===== src/rtl/uart_rx_frame.sv =====
// UART frame receiver: synchronizes rx, samples each bit at mid-bit, and holds
// the received byte with ready, parity, framing and overrun flags for the core.
module uart_rx_frame #(
  parameter int unsigned CLK_HZ      = 100000000,
  parameter int unsigned SYNC_STAGES = 2
) (
  input  logic       clk100mhz,
  input  logic       reset,
  input  logic       rx,
  input  logic [3:0] baudm,
  input  logic       bit8,
  input  logic       pen,
  input  logic       ohel,
  input  logic       rd_strobe,
  output logic [7:0] data_out,
  output logic       rxrdy,
  output logic       perr,
  output logic       ferr,
  output logic       ovf
);

  localparam logic [2:0] IDLE   = 3'd0;
  localparam logic [2:0] START  = 3'd1;
  localparam logic [2:0] DATA   = 3'd2;
  localparam logic [2:0] PARITY = 3'd3;
  localparam logic [2:0] STOP   = 3'd4;

  function automatic logic [19:0] div_of(input int unsigned baud);
    return 20'((CLK_HZ + baud / 2) / baud);
  endfunction

  localparam logic [19:0] D300    = div_of(300);
  localparam logic [19:0] D1200   = div_of(1200);
  localparam logic [19:0] D2400   = div_of(2400);
  localparam logic [19:0] D4800   = div_of(4800);
  localparam logic [19:0] D9600   = div_of(9600);
  localparam logic [19:0] D19200  = div_of(19200);
  localparam logic [19:0] D38400  = div_of(38400);
  localparam logic [19:0] D57600  = div_of(57600);
  localparam logic [19:0] D115200 = div_of(115200);
  localparam logic [19:0] D230400 = div_of(230400);
  localparam logic [19:0] D460800 = div_of(460800);
  localparam logic [19:0] D921600 = div_of(921600);

  function automatic logic [19:0] full_of(input logic [3:0] code);
    logic [19:0] f;
    case (code)
      4'd0:    f = D300;
      4'd1:    f = D1200;
      4'd2:    f = D2400;
      4'd3:    f = D4800;
      4'd4:    f = D9600;
      4'd5:    f = D19200;
      4'd6:    f = D38400;
      4'd7:    f = D57600;
      4'd8:    f = D115200;
      4'd9:    f = D230400;
      4'd10:   f = D460800;
      default: f = D921600;
    endcase
    return f;
  endfunction

  logic [SYNC_STAGES-1:0] sync_q;
  logic                   rx_s;
  logic                   prev_q;

  logic [2:0]  state_q, state_d;
  logic [19:0] cnt_q, cnt_d;
  logic [2:0]  bitn_q, bitn_d;
  logic [7:0]  shift_q, shift_d;
  logic        par_q, par_d;
  logic [3:0]  baud_q, baud_d;
  logic        b8_q, b8_d;
  logic        pen_q, pen_d;
  logic        ohel_q, ohel_d;
  logic [7:0]  data_q, data_d;
  logic        rdy_q, rdy_d;
  logic        perr_q, perr_d;
  logic        ferr_q, ferr_d;
  logic        ovf_q, ovf_d;

  logic        tick;
  logic [19:0] full_sh;
  logic [7:0]  byte_w;
  logic        perr_w;

  assign rx_s    = sync_q[SYNC_STAGES-1];
  assign tick    = (cnt_q <= 20'd1);
  assign full_sh = full_of(baud_q);
  assign byte_w  = b8_q ? shift_q : {1'b0, shift_q[7:1]};
  assign perr_w  = pen_q & ((^byte_w ^ par_q) != ohel_q);

  always_comb begin
    state_d = state_q;
    cnt_d   = (cnt_q != 20'd0) ? cnt_q - 20'd1 : 20'd0;
    bitn_d  = bitn_q;
    shift_d = shift_q;
    par_d   = par_q;
    baud_d  = baud_q;
    b8_d    = b8_q;
    pen_d   = pen_q;
    ohel_d  = ohel_q;
    data_d  = data_q;
    rdy_d   = rdy_q;
    perr_d  = perr_q;
    ferr_d  = ferr_q;
    ovf_d   = ovf_q;
    if (rd_strobe) begin
      rdy_d  = 1'b0;
      perr_d = 1'b0;
      ferr_d = 1'b0;
      ovf_d  = 1'b0;
    end
    case (state_q)
      IDLE: begin
        if (prev_q && !rx_s) begin
          baud_d  = baudm;
          b8_d    = bit8;
          pen_d   = pen;
          ohel_d  = ohel;
          par_d   = 1'b0;
          cnt_d   = full_of(baudm) >> 1;
          state_d = START;
        end
      end
      START: begin
        if (tick) begin
          if (rx_s) begin
            state_d = IDLE;
          end else begin
            cnt_d   = full_sh;
            bitn_d  = 3'd0;
            state_d = DATA;
          end
        end
      end
      DATA: begin
        if (tick) begin
          shift_d = {rx_s, shift_q[7:1]};
          cnt_d   = full_sh;
          if (bitn_q == {2'b11, b8_q}) begin
            state_d = pen_q ? PARITY : STOP;
          end else begin
            bitn_d = bitn_q + 3'd1;
          end
        end
      end
      PARITY: begin
        if (tick) begin
          par_d   = rx_s;
          cnt_d   = full_sh;
          state_d = STOP;
        end
      end
      STOP: begin
        if (tick) begin
          // commit overrides a same-cycle read
          data_d  = byte_w;
          perr_d  = perr_w;
          ferr_d  = ~rx_s;
          ovf_d   = rdy_q & ~rd_strobe;
          rdy_d   = 1'b1;
          state_d = IDLE;
        end
      end
      default: state_d = IDLE;
    endcase
  end

  always_ff @(posedge clk100mhz) begin
    if (reset) begin
      sync_q  <= '1;
      prev_q  <= 1'b1;
      state_q <= IDLE;
      cnt_q   <= '0;
      bitn_q  <= '0;
      shift_q <= '0;
      par_q   <= 1'b0;
      baud_q  <= '0;
      b8_q    <= 1'b0;
      pen_q   <= 1'b0;
      ohel_q  <= 1'b0;
      data_q  <= '0;
      rdy_q   <= 1'b0;
      perr_q  <= 1'b0;
      ferr_q  <= 1'b0;
      ovf_q   <= 1'b0;
    end else begin
      sync_q  <= {sync_q[SYNC_STAGES-2:0], rx};
      prev_q  <= rx_s;
      state_q <= state_d;
      cnt_q   <= cnt_d;
      bitn_q  <= bitn_d;
      shift_q <= shift_d;
      par_q   <= par_d;
      baud_q  <= baud_d;
      b8_q    <= b8_d;
      pen_q   <= pen_d;
      ohel_q  <= ohel_d;
      data_q  <= data_d;
      rdy_q   <= rdy_d;
      perr_q  <= perr_d;
      ferr_q  <= ferr_d;
      ovf_q   <= ovf_d;
    end
  end

  assign data_out = data_q;
  assign rxrdy    = rdy_q;
  assign perr     = perr_q;
  assign ferr     = ferr_q;
  assign ovf      = ovf_q;

endmodule

===== config.mk =====
export PLATFORM = sky130hd
export DESIGN_NAME = uart_rx_frame
export DESIGN_NICKNAME = d
export VERILOG_FILES = /design/src/rtl/uart_rx_frame.sv
export SDC_FILE = /design/constraint.sdc
export NUM_CORES = 1
export LEC_CHECK = 0
export BUFFER_PORTS_ARGS = -buffer_cell sky130_fd_sc_hd__buf_2
export CELL_PAD_IN_SITES_DETAIL_PLACEMENT = 1
export CELL_PAD_IN_SITES_GLOBAL_PLACEMENT = 2
export CORE_UTILIZATION = 40
export CTS_CLUSTER_SIZE = 40
export DETAILED_ROUTE_END_ITERATION = 16
export PLACE_DENSITY = 0.91
export SLEW_MARGIN = 20
export SYNTH_ARGS = -nofsm -noshare
export SYNTH_HDL_FRONTEND = slang
export SYNTH_SLANG_ARGS = --single-unit

===== constraint.sdc =====
create_clock -name clk100mhz -period 3.9 [get_ports clk100mhz]
set_input_delay 0.585 -clock clk100mhz [delete_from_list [all_inputs] [get_ports clk100mhz]]
set_output_delay 0.585 -clock clk100mhz [all_outputs]
set_load 0.1 [all_outputs]

==> key figures, run 1 <==
Die
  – Core area: 9415 sq um
  – Starting Density: 41.99%
  – # rows: 35
  – Die width: 101.4 um
  – Die height: 101.4 um
  – I/O Pins: 23
  – Die ar.: 10290 sq um

Setup path
  – Worst EP required: 4.13 ns
  – CP Launch Type: flip-flop
  – Critical R2R Capture: cnt_q[9]
  – Critical path fanouts, max: 17
  – R2r setup slk: 1.04 ns
  – Reg-to-Reg Start: cnt_q[17]
  – CP endpoint kind: flip-flop
  – Arrival time worst endpoint: 3.10 ns
  – Setup CP Type: flip-flop to flip-flop
  – R2r worst-path depth: 5

Power
  – VDD IR max: 209.1 uV
  – Switch share: 40.81%
  – Lkg Pwr: 0.001649 uW
  – Pwr Density: 562.4 nW/um^2
  – Switching pwr: 1004 uW
  – Comb power frac: 36.1%
  – Pint: 1456 uW
  – Reg power frac: 39.0%
  – Clk network pwr share: 24.9%

Job
  – Max cap viols: 0

Finish
  – Ant. Diodes: 0
  – Utilization after layout: 46.45%
  – Commonest cells after routing, fill and taps aside: 75 x dfxtp_1, 50 x nor2_1, 32 x nand2_1
  – Nets: 503
  – Area grow syn2layout: 10.60%
  – Finished Cell Area: 4373 sq um
  – FILL cells: 1134
  – Area of the multi-input gates: 2300 sq um
  – Commonest non-fill, non-tap cell in the layout: dfxtp_1
  – Seq. cell area: 1501 sq um
  – Layout cells sized above 1: 12.86%

Timing
  – RSZ-0062 raised after global routing: no
  – Max-slew violation count: 0
  – Max Clock Skew: 0.01632 ns
  – Hold WS: 0.3818 ns
  – Slack of the critical path: 1.037 ns
  – Maximum clock frequency: 349.3 MHz
  – Crit share post-route: 73.41%
  – Rel. slew slack: 40.06%
  – Final Setup Violations: 0
  – Final hold viol count: 0
  – Actual slew at the worst max-slew pin: 0.8909 ns
  – Post-layout min period: 2.863 ns
  – TNS Setup: 0 ns

Clock network
  – Root Driver: clkbuf_8
  – Hold-fix buffers at CTS: 0
  – CTS buffer count: 9
  – Post-CTS setup buffers: 0
  – TritonCTS clock tree: done
  – Clock tree sinks: 75
  – CTS resizes: 0
  – Clk_lat worst skew: 0.38 ns
  – H-tree depth: 3
  – CTS clock-pin slew for the worst setup and hold paths: 0.10 ns
  – Clk buf depth: 2

Min path
  – Hold endpoint: ovf
  – Hold Path Stages: 2
  – Min-delay src: rd_strobe
  – Hold Crit Class: input port to flip-flop

Routing
  – Routed WL: 11090 um
  – Met3 routed WL: 342 um
  – Top Layer Used: met4
  – DRC viols: 0
  – Drt pass-1 iters: 4
  – Vias per cell: 5.696
  – Avg WL per Cell: 18.15 um
  – Via count: 3480
  – DR WL met2: 5131 um
  – Final ANT Viol Nets: 0
  – Metal-1 WL: 5506 um
  – Detailed Route Iter0 Violations: 122

Yosys
  – Number of enable flip-flop cells after synthesis: 0
  – Cell variety after synth: 62
  – Syn_nets: 491
  – Mean Syn Cell Area: 8.503 sq um
  – Primary FF master, synth: dfxtp_1
  – Synth warnings: 0
  – Async set or reset register ratio after synthesis: 0%
  – Seq/Total Area, Yosys: 37.97%
  – Mapped Area: 3954 sq um
  – Seq cells post-synth: 75
  – Mapped Cells: 465

Placed design
  – Hpwl dp: 7776 um
  – DP Area: 4170 sq um
  – Count of input and output buffers: 22
  – GP Congestion: 0.9246
  – Place WS: 1.050 ns

Global route
  – First-pass GRT wire length: 18010 um
  – Vias in the first global route: 3454
  – Initial antenna violation count: 0
  – GRT Total Usage: 22.92%
  – Largest net degree at the start of global routing: 31
  – GRT overflow: 0

Run status
  – Status: finished, final reports clean
[cells by family (layout without fill, tap and decap cells)]
kind of cell | Yosys count | after routing | share of synthesized area [%]
buffers and inverters | 41 | 58 | 4.240
muxes | 24 | 24 | 6.139
AOI/OAI and AO/OA | 110 | 110 | 18.55
and+or+nand+nor | 173 | 173 | 22.37
DFF | 75 | 75 | 37.97
xor gates and xnor gates | 27 | 27 | 5.981
adders and majority gates | 15 | 15 | 4.747
[per-stage QoR]
| stage | instances | total power [uW] |
|---|---|---|
| after floorplan | 465 | 1633 |
| after global placement | 595 | 1808 |
| after detailed placement | 595 | 1838 |
| after CTS | 611 | 2462 |
| after global routing | 611 | 2597 |
| final | 611 | 2459 |
[power by group through the flow]
stage	sequential [uW]	clock (uW)	combinational [uW]
after CTS	958	621	883
after global placement	967	0	841
after floorplan	940	0	693
final	959	612	888
after global routing	973	651	973
after detailed placement	974	0	864
[metal layers]
| metal | track usage [%] | vias to the layer above |
|---|---|---|
| met5 | 0 | - |
| met4 | 5.463 | 0 |
| met3 | 4.969 | 10 |
| met2 | 36.68 | 51 |
| met1 | 31.48 | 1723 |
| li1 | - | 1696 |
[worst max path at each step]
stage | from | end | slack (ns) | cells past startpoint
CTS | cnt_q[17] | cnt_q[12] | 1.04 | 5
floorplan | cnt_q[9] | cnt_q[17] | 1.57 | 6
finish | cnt_q[17] | cnt_q[9] | 1.04 | 5
detailed placement | cnt_q[9] | cnt_q[12] | 1.05 | 5
global placement | cnt_q[9] | cnt_q[2] | 1.19 | 5
global route | cnt_q[3] | cnt_q[9] | 0.70 | 5
[layout make-up]
cell class	count	share of cell area, %
multi-input cells	349	52.59
flip-flops and latches	75	34.33
well taps	129	3.691
repair buffers	28	3.548
clock buffers	9	2.833
clock inverters	7	1.803
inverters	14	1.202
[sequential cells by signal (all words and copies together) (netlist names), 2 cells and up]
| signal | count |
|---|---|
| baud_q | 4 |
| bitn_q | 3 |
| cnt_q | 20 |
| data_out | 8 |
| full_sh | 18 |
| shift_q | 8 |
| state_q | 3 |
| sync_q | 2 |
[Yosys cell counts, types with 2 or more instances]
master	number	area, sq um
a311oi_1	2	17.52
or4_1	5	37.54
o211ai_1	4	30.03
a41o_1	2	20.02
clkbuf_1	18	67.56
xnor2_1	18	157.7
ha_1	15	187.7
o21ai_0	23	115.1
nor2b_1	4	25.02
nor4_1	7	43.79
a221o_1	2	20.02
a21o_1	4	30.03
inv_1	14	52.55
nor3_1	17	85.08
xor2_1	9	78.83
nor3b_1	3	22.52
and2_1	3	18.77
nand2b_1	7	43.79
nor4b_1	2	17.52
a32oi_1	2	17.52
o32a_1	3	30.03
o21ai_1	6	30.03
mux2i_1	22	220.2
a22oi_1	5	37.54
nand4_1	2	12.51
o22ai_1	7	43.79
or2_2	9	56.30
nor2_1	50	187.7
nand2_1	32	120.1
buf_2	5	25.02
a31o_2	2	17.52
nand3_1	13	65.06
nand3b_1	3	22.52
dfxtp_1	75	1501
a21oi_1	24	120.1
buf_1	3	11.26
mux2_2	2	22.52
or3_1	9	56.30
a211oi_1	9	67.56
[worst max-delay path, stage by stage (launching register included)]
cell       delay [ns]
dfxtp_1          0.35
or4_1            0.59
nand4bb_1        0.40
nor4_1           0.65
a211o_1          0.56
o21ai_0          0.18
(Power assumes the default switching activity.)
==> run 2: changes to the inputs <==
- CORE_UTILIZATION: 40 -> 37
- PLACE_DENSITY: 0.91 -> 0.86
- clock period: 3.9 -> 2.9 ns (I/O delays scaled with it)
==> run 2 against run 1 <==
Compared with the run above: sequential share of layout area down 0.72 points; clock power up 37%; largest power group unchanged; utilization down 3.2 points; highest routed layer unchanged; count of clock-buffer cells in the layout unchanged; worst hold slack worse by 0.15 ns; maximum frequency up 15%; non-clock buffer count up 11; via count down 1.6%; sequential power up 32%.
==> key figures, run 2 (synthesis results as in run 1) <==
Timing
  – Final Setup Violations: 0
  – Final hold viol count: 0
  – Crit share post-route: 85.92%
  – RSZ-0062 raised after global routing: no
  – Post-layout min period: 2.492 ns
  – Actual slew at the worst max-slew pin: 0.6047 ns
  – Rel. slew slack: 59.42%
  – Maximum clock frequency: 401.3 MHz
  – TNS Setup: 0 ns
  – Max-slew violation count: 0
  – Max Clock Skew: 0.01459 ns

Placed design
  – Count of input and output buffers: 22
  – GP Congestion: 0.8278
  – Hpwl dp: 7921 um

Global route
  – First-pass GRT wire length: 18080 um
  – GRT Total Usage: 20.86%
  – Initial antenna violation count: 0
  – Largest net degree at the start of global routing: 27
  – GRT overflow: 0
  – Vias in the first global route: 3478

Power
  – Pwr Density: 752.4 nW/um^2
  – VDD IR max: 323.1 uV
  – Lkg Pwr: 0.001707 uW

Finish
  – Nets: 514
  – Commonest cells after routing, fill and taps aside: 75 x dfxtp_1, 50 x nor2_1, 32 x nand2_1
  – Utilization after layout: 43.27%
  – Layout cells sized above 1: 14.81%
  – Commonest non-fill, non-tap cell in the layout: dfxtp_1
  – Ant. Diodes: 0
  – Area grow syn2layout: 12.97%
  – Most flops, register: cnt_q
  – Largest register FFs: 20

Routing
  – Detailed Route Iter0 Violations: 160
  – DRC viols: 0
  – Vias per cell: 5.445
  – Avg WL per Cell: 17.21 um
  – Final ANT Viol Nets: 0
  – Drt pass-1 iters: 4
  – Via count: 3425
  – Routed WL: 10830 um

Die
  – Die height: 105.4 um
  – I/O Pins: 23
  – Die ar.: 11100 sq um
  – Core area: 10320 sq um
  – Die width: 105.4 um
  – # rows: 37
  – Starting Density: 38.30%

Setup path
  – Critical path fanouts, max: 11
  – Largest delay contributor family on the critical path: simple AND/OR/NAND/NOR gates
  – Setup CP Type: flip-flop to flip-flop
  – Crit path buf inv count: 0
  – Worst EP required: 3.21 ns
  – Critical path's largest stage delay: 0.57 ns
  – Crit path cell chain: or4_4, or3_1, or3_1, or3b_1, a211oi_2
  – CP dominant cell by count: or3_1
  – CP max-delay cell: or4_4
  – Arrival time worst endpoint: 2.80 ns
  – CP Launch Type: flip-flop
  – CP endpoint kind: flip-flop

Clock network
  – CTS clock-pin slew for the worst setup and hold paths: 0.10 ns
  – Clock tree sinks: 75
  – TritonCTS clock tree: done
  – Hold-fix buffers at CTS: 0
  – Root Driver: clkbuf_8
  – Clk buf depth: 2
  – H-tree depth: 3
  – CTS buffer count: 9
  – Clk_lat worst skew: 0.37 ns
  – Post-CTS setup buffers: 0
  – CTS resizes: 0

Run status
  – Status: finished, final reports clean

Min path
  – Hold Crit Class: input port to flip-flop

Job
  – Max cap viols: 0
-- run 2: layout make-up --
class | count | area [sq um]
clock buffers | 9 | 123.9
well taps | 136 | 170.2
flip-flops and latches | 75 | 1501
multi-input cells | 349 | 2300
clock inverters | 7 | 81.33
repair buffers | 39 | 237.7
fillers | 1245 | 5857
inverters | 14 | 52.55
-- run 2: report_power, final --
part / switching, uW / internal (uW) / total [uW]
Combinational: 737 / 513 / 1250
Sequential: 114 / 1160 / 1270
Clock: 492 / 344 / 837
Total: 1340 / 2020 / 3360
-- run 2: final timing paths --
check,start,end,slack (ns),depth (start not counted)
worst max-delay path,cnt_q[9],cnt_q[17],0.41,5
worst max register to register,cnt_q[9],cnt_q[17],0.41,5
worst min-delay path,rx,sync_q[0],0.24,2
worst min register to register,sync_q[0],sync_q[1],0.42,1
-- run 2: routing by layer --
layer	share of wire (%)	global-route usage [%]	up-vias
li1	-	-	1719
met1	49	28.14	1648
met2	47	33.69	50
met3	3.6	4.700	8
met4	0.85	4.930	0
met5	0	0	-
-- run 2: stage by stage --
stage / power [uW] / setup WS, ns / instance area [sq um] / cells / hold WS (ns)
2_1_floorplan: 2196 / 0.5655 / 3954 / 465 / 0.3895
3_3_place_gp: 2507 / 0.4415 / 4262 / 613 / 0.3935
3_5_place_dp: 2539 / 0.4031 / 4262 / 613 / 0.3966
4_1_cts: 3386 / 0.3985 / 4467 / 629 / 0.2156
5_1_grt: 3592 / 0.2874 / 4467 / 629 / 0.2290
6_report: 3361 / 0.4082 / 4467 / 629 / 0.2354
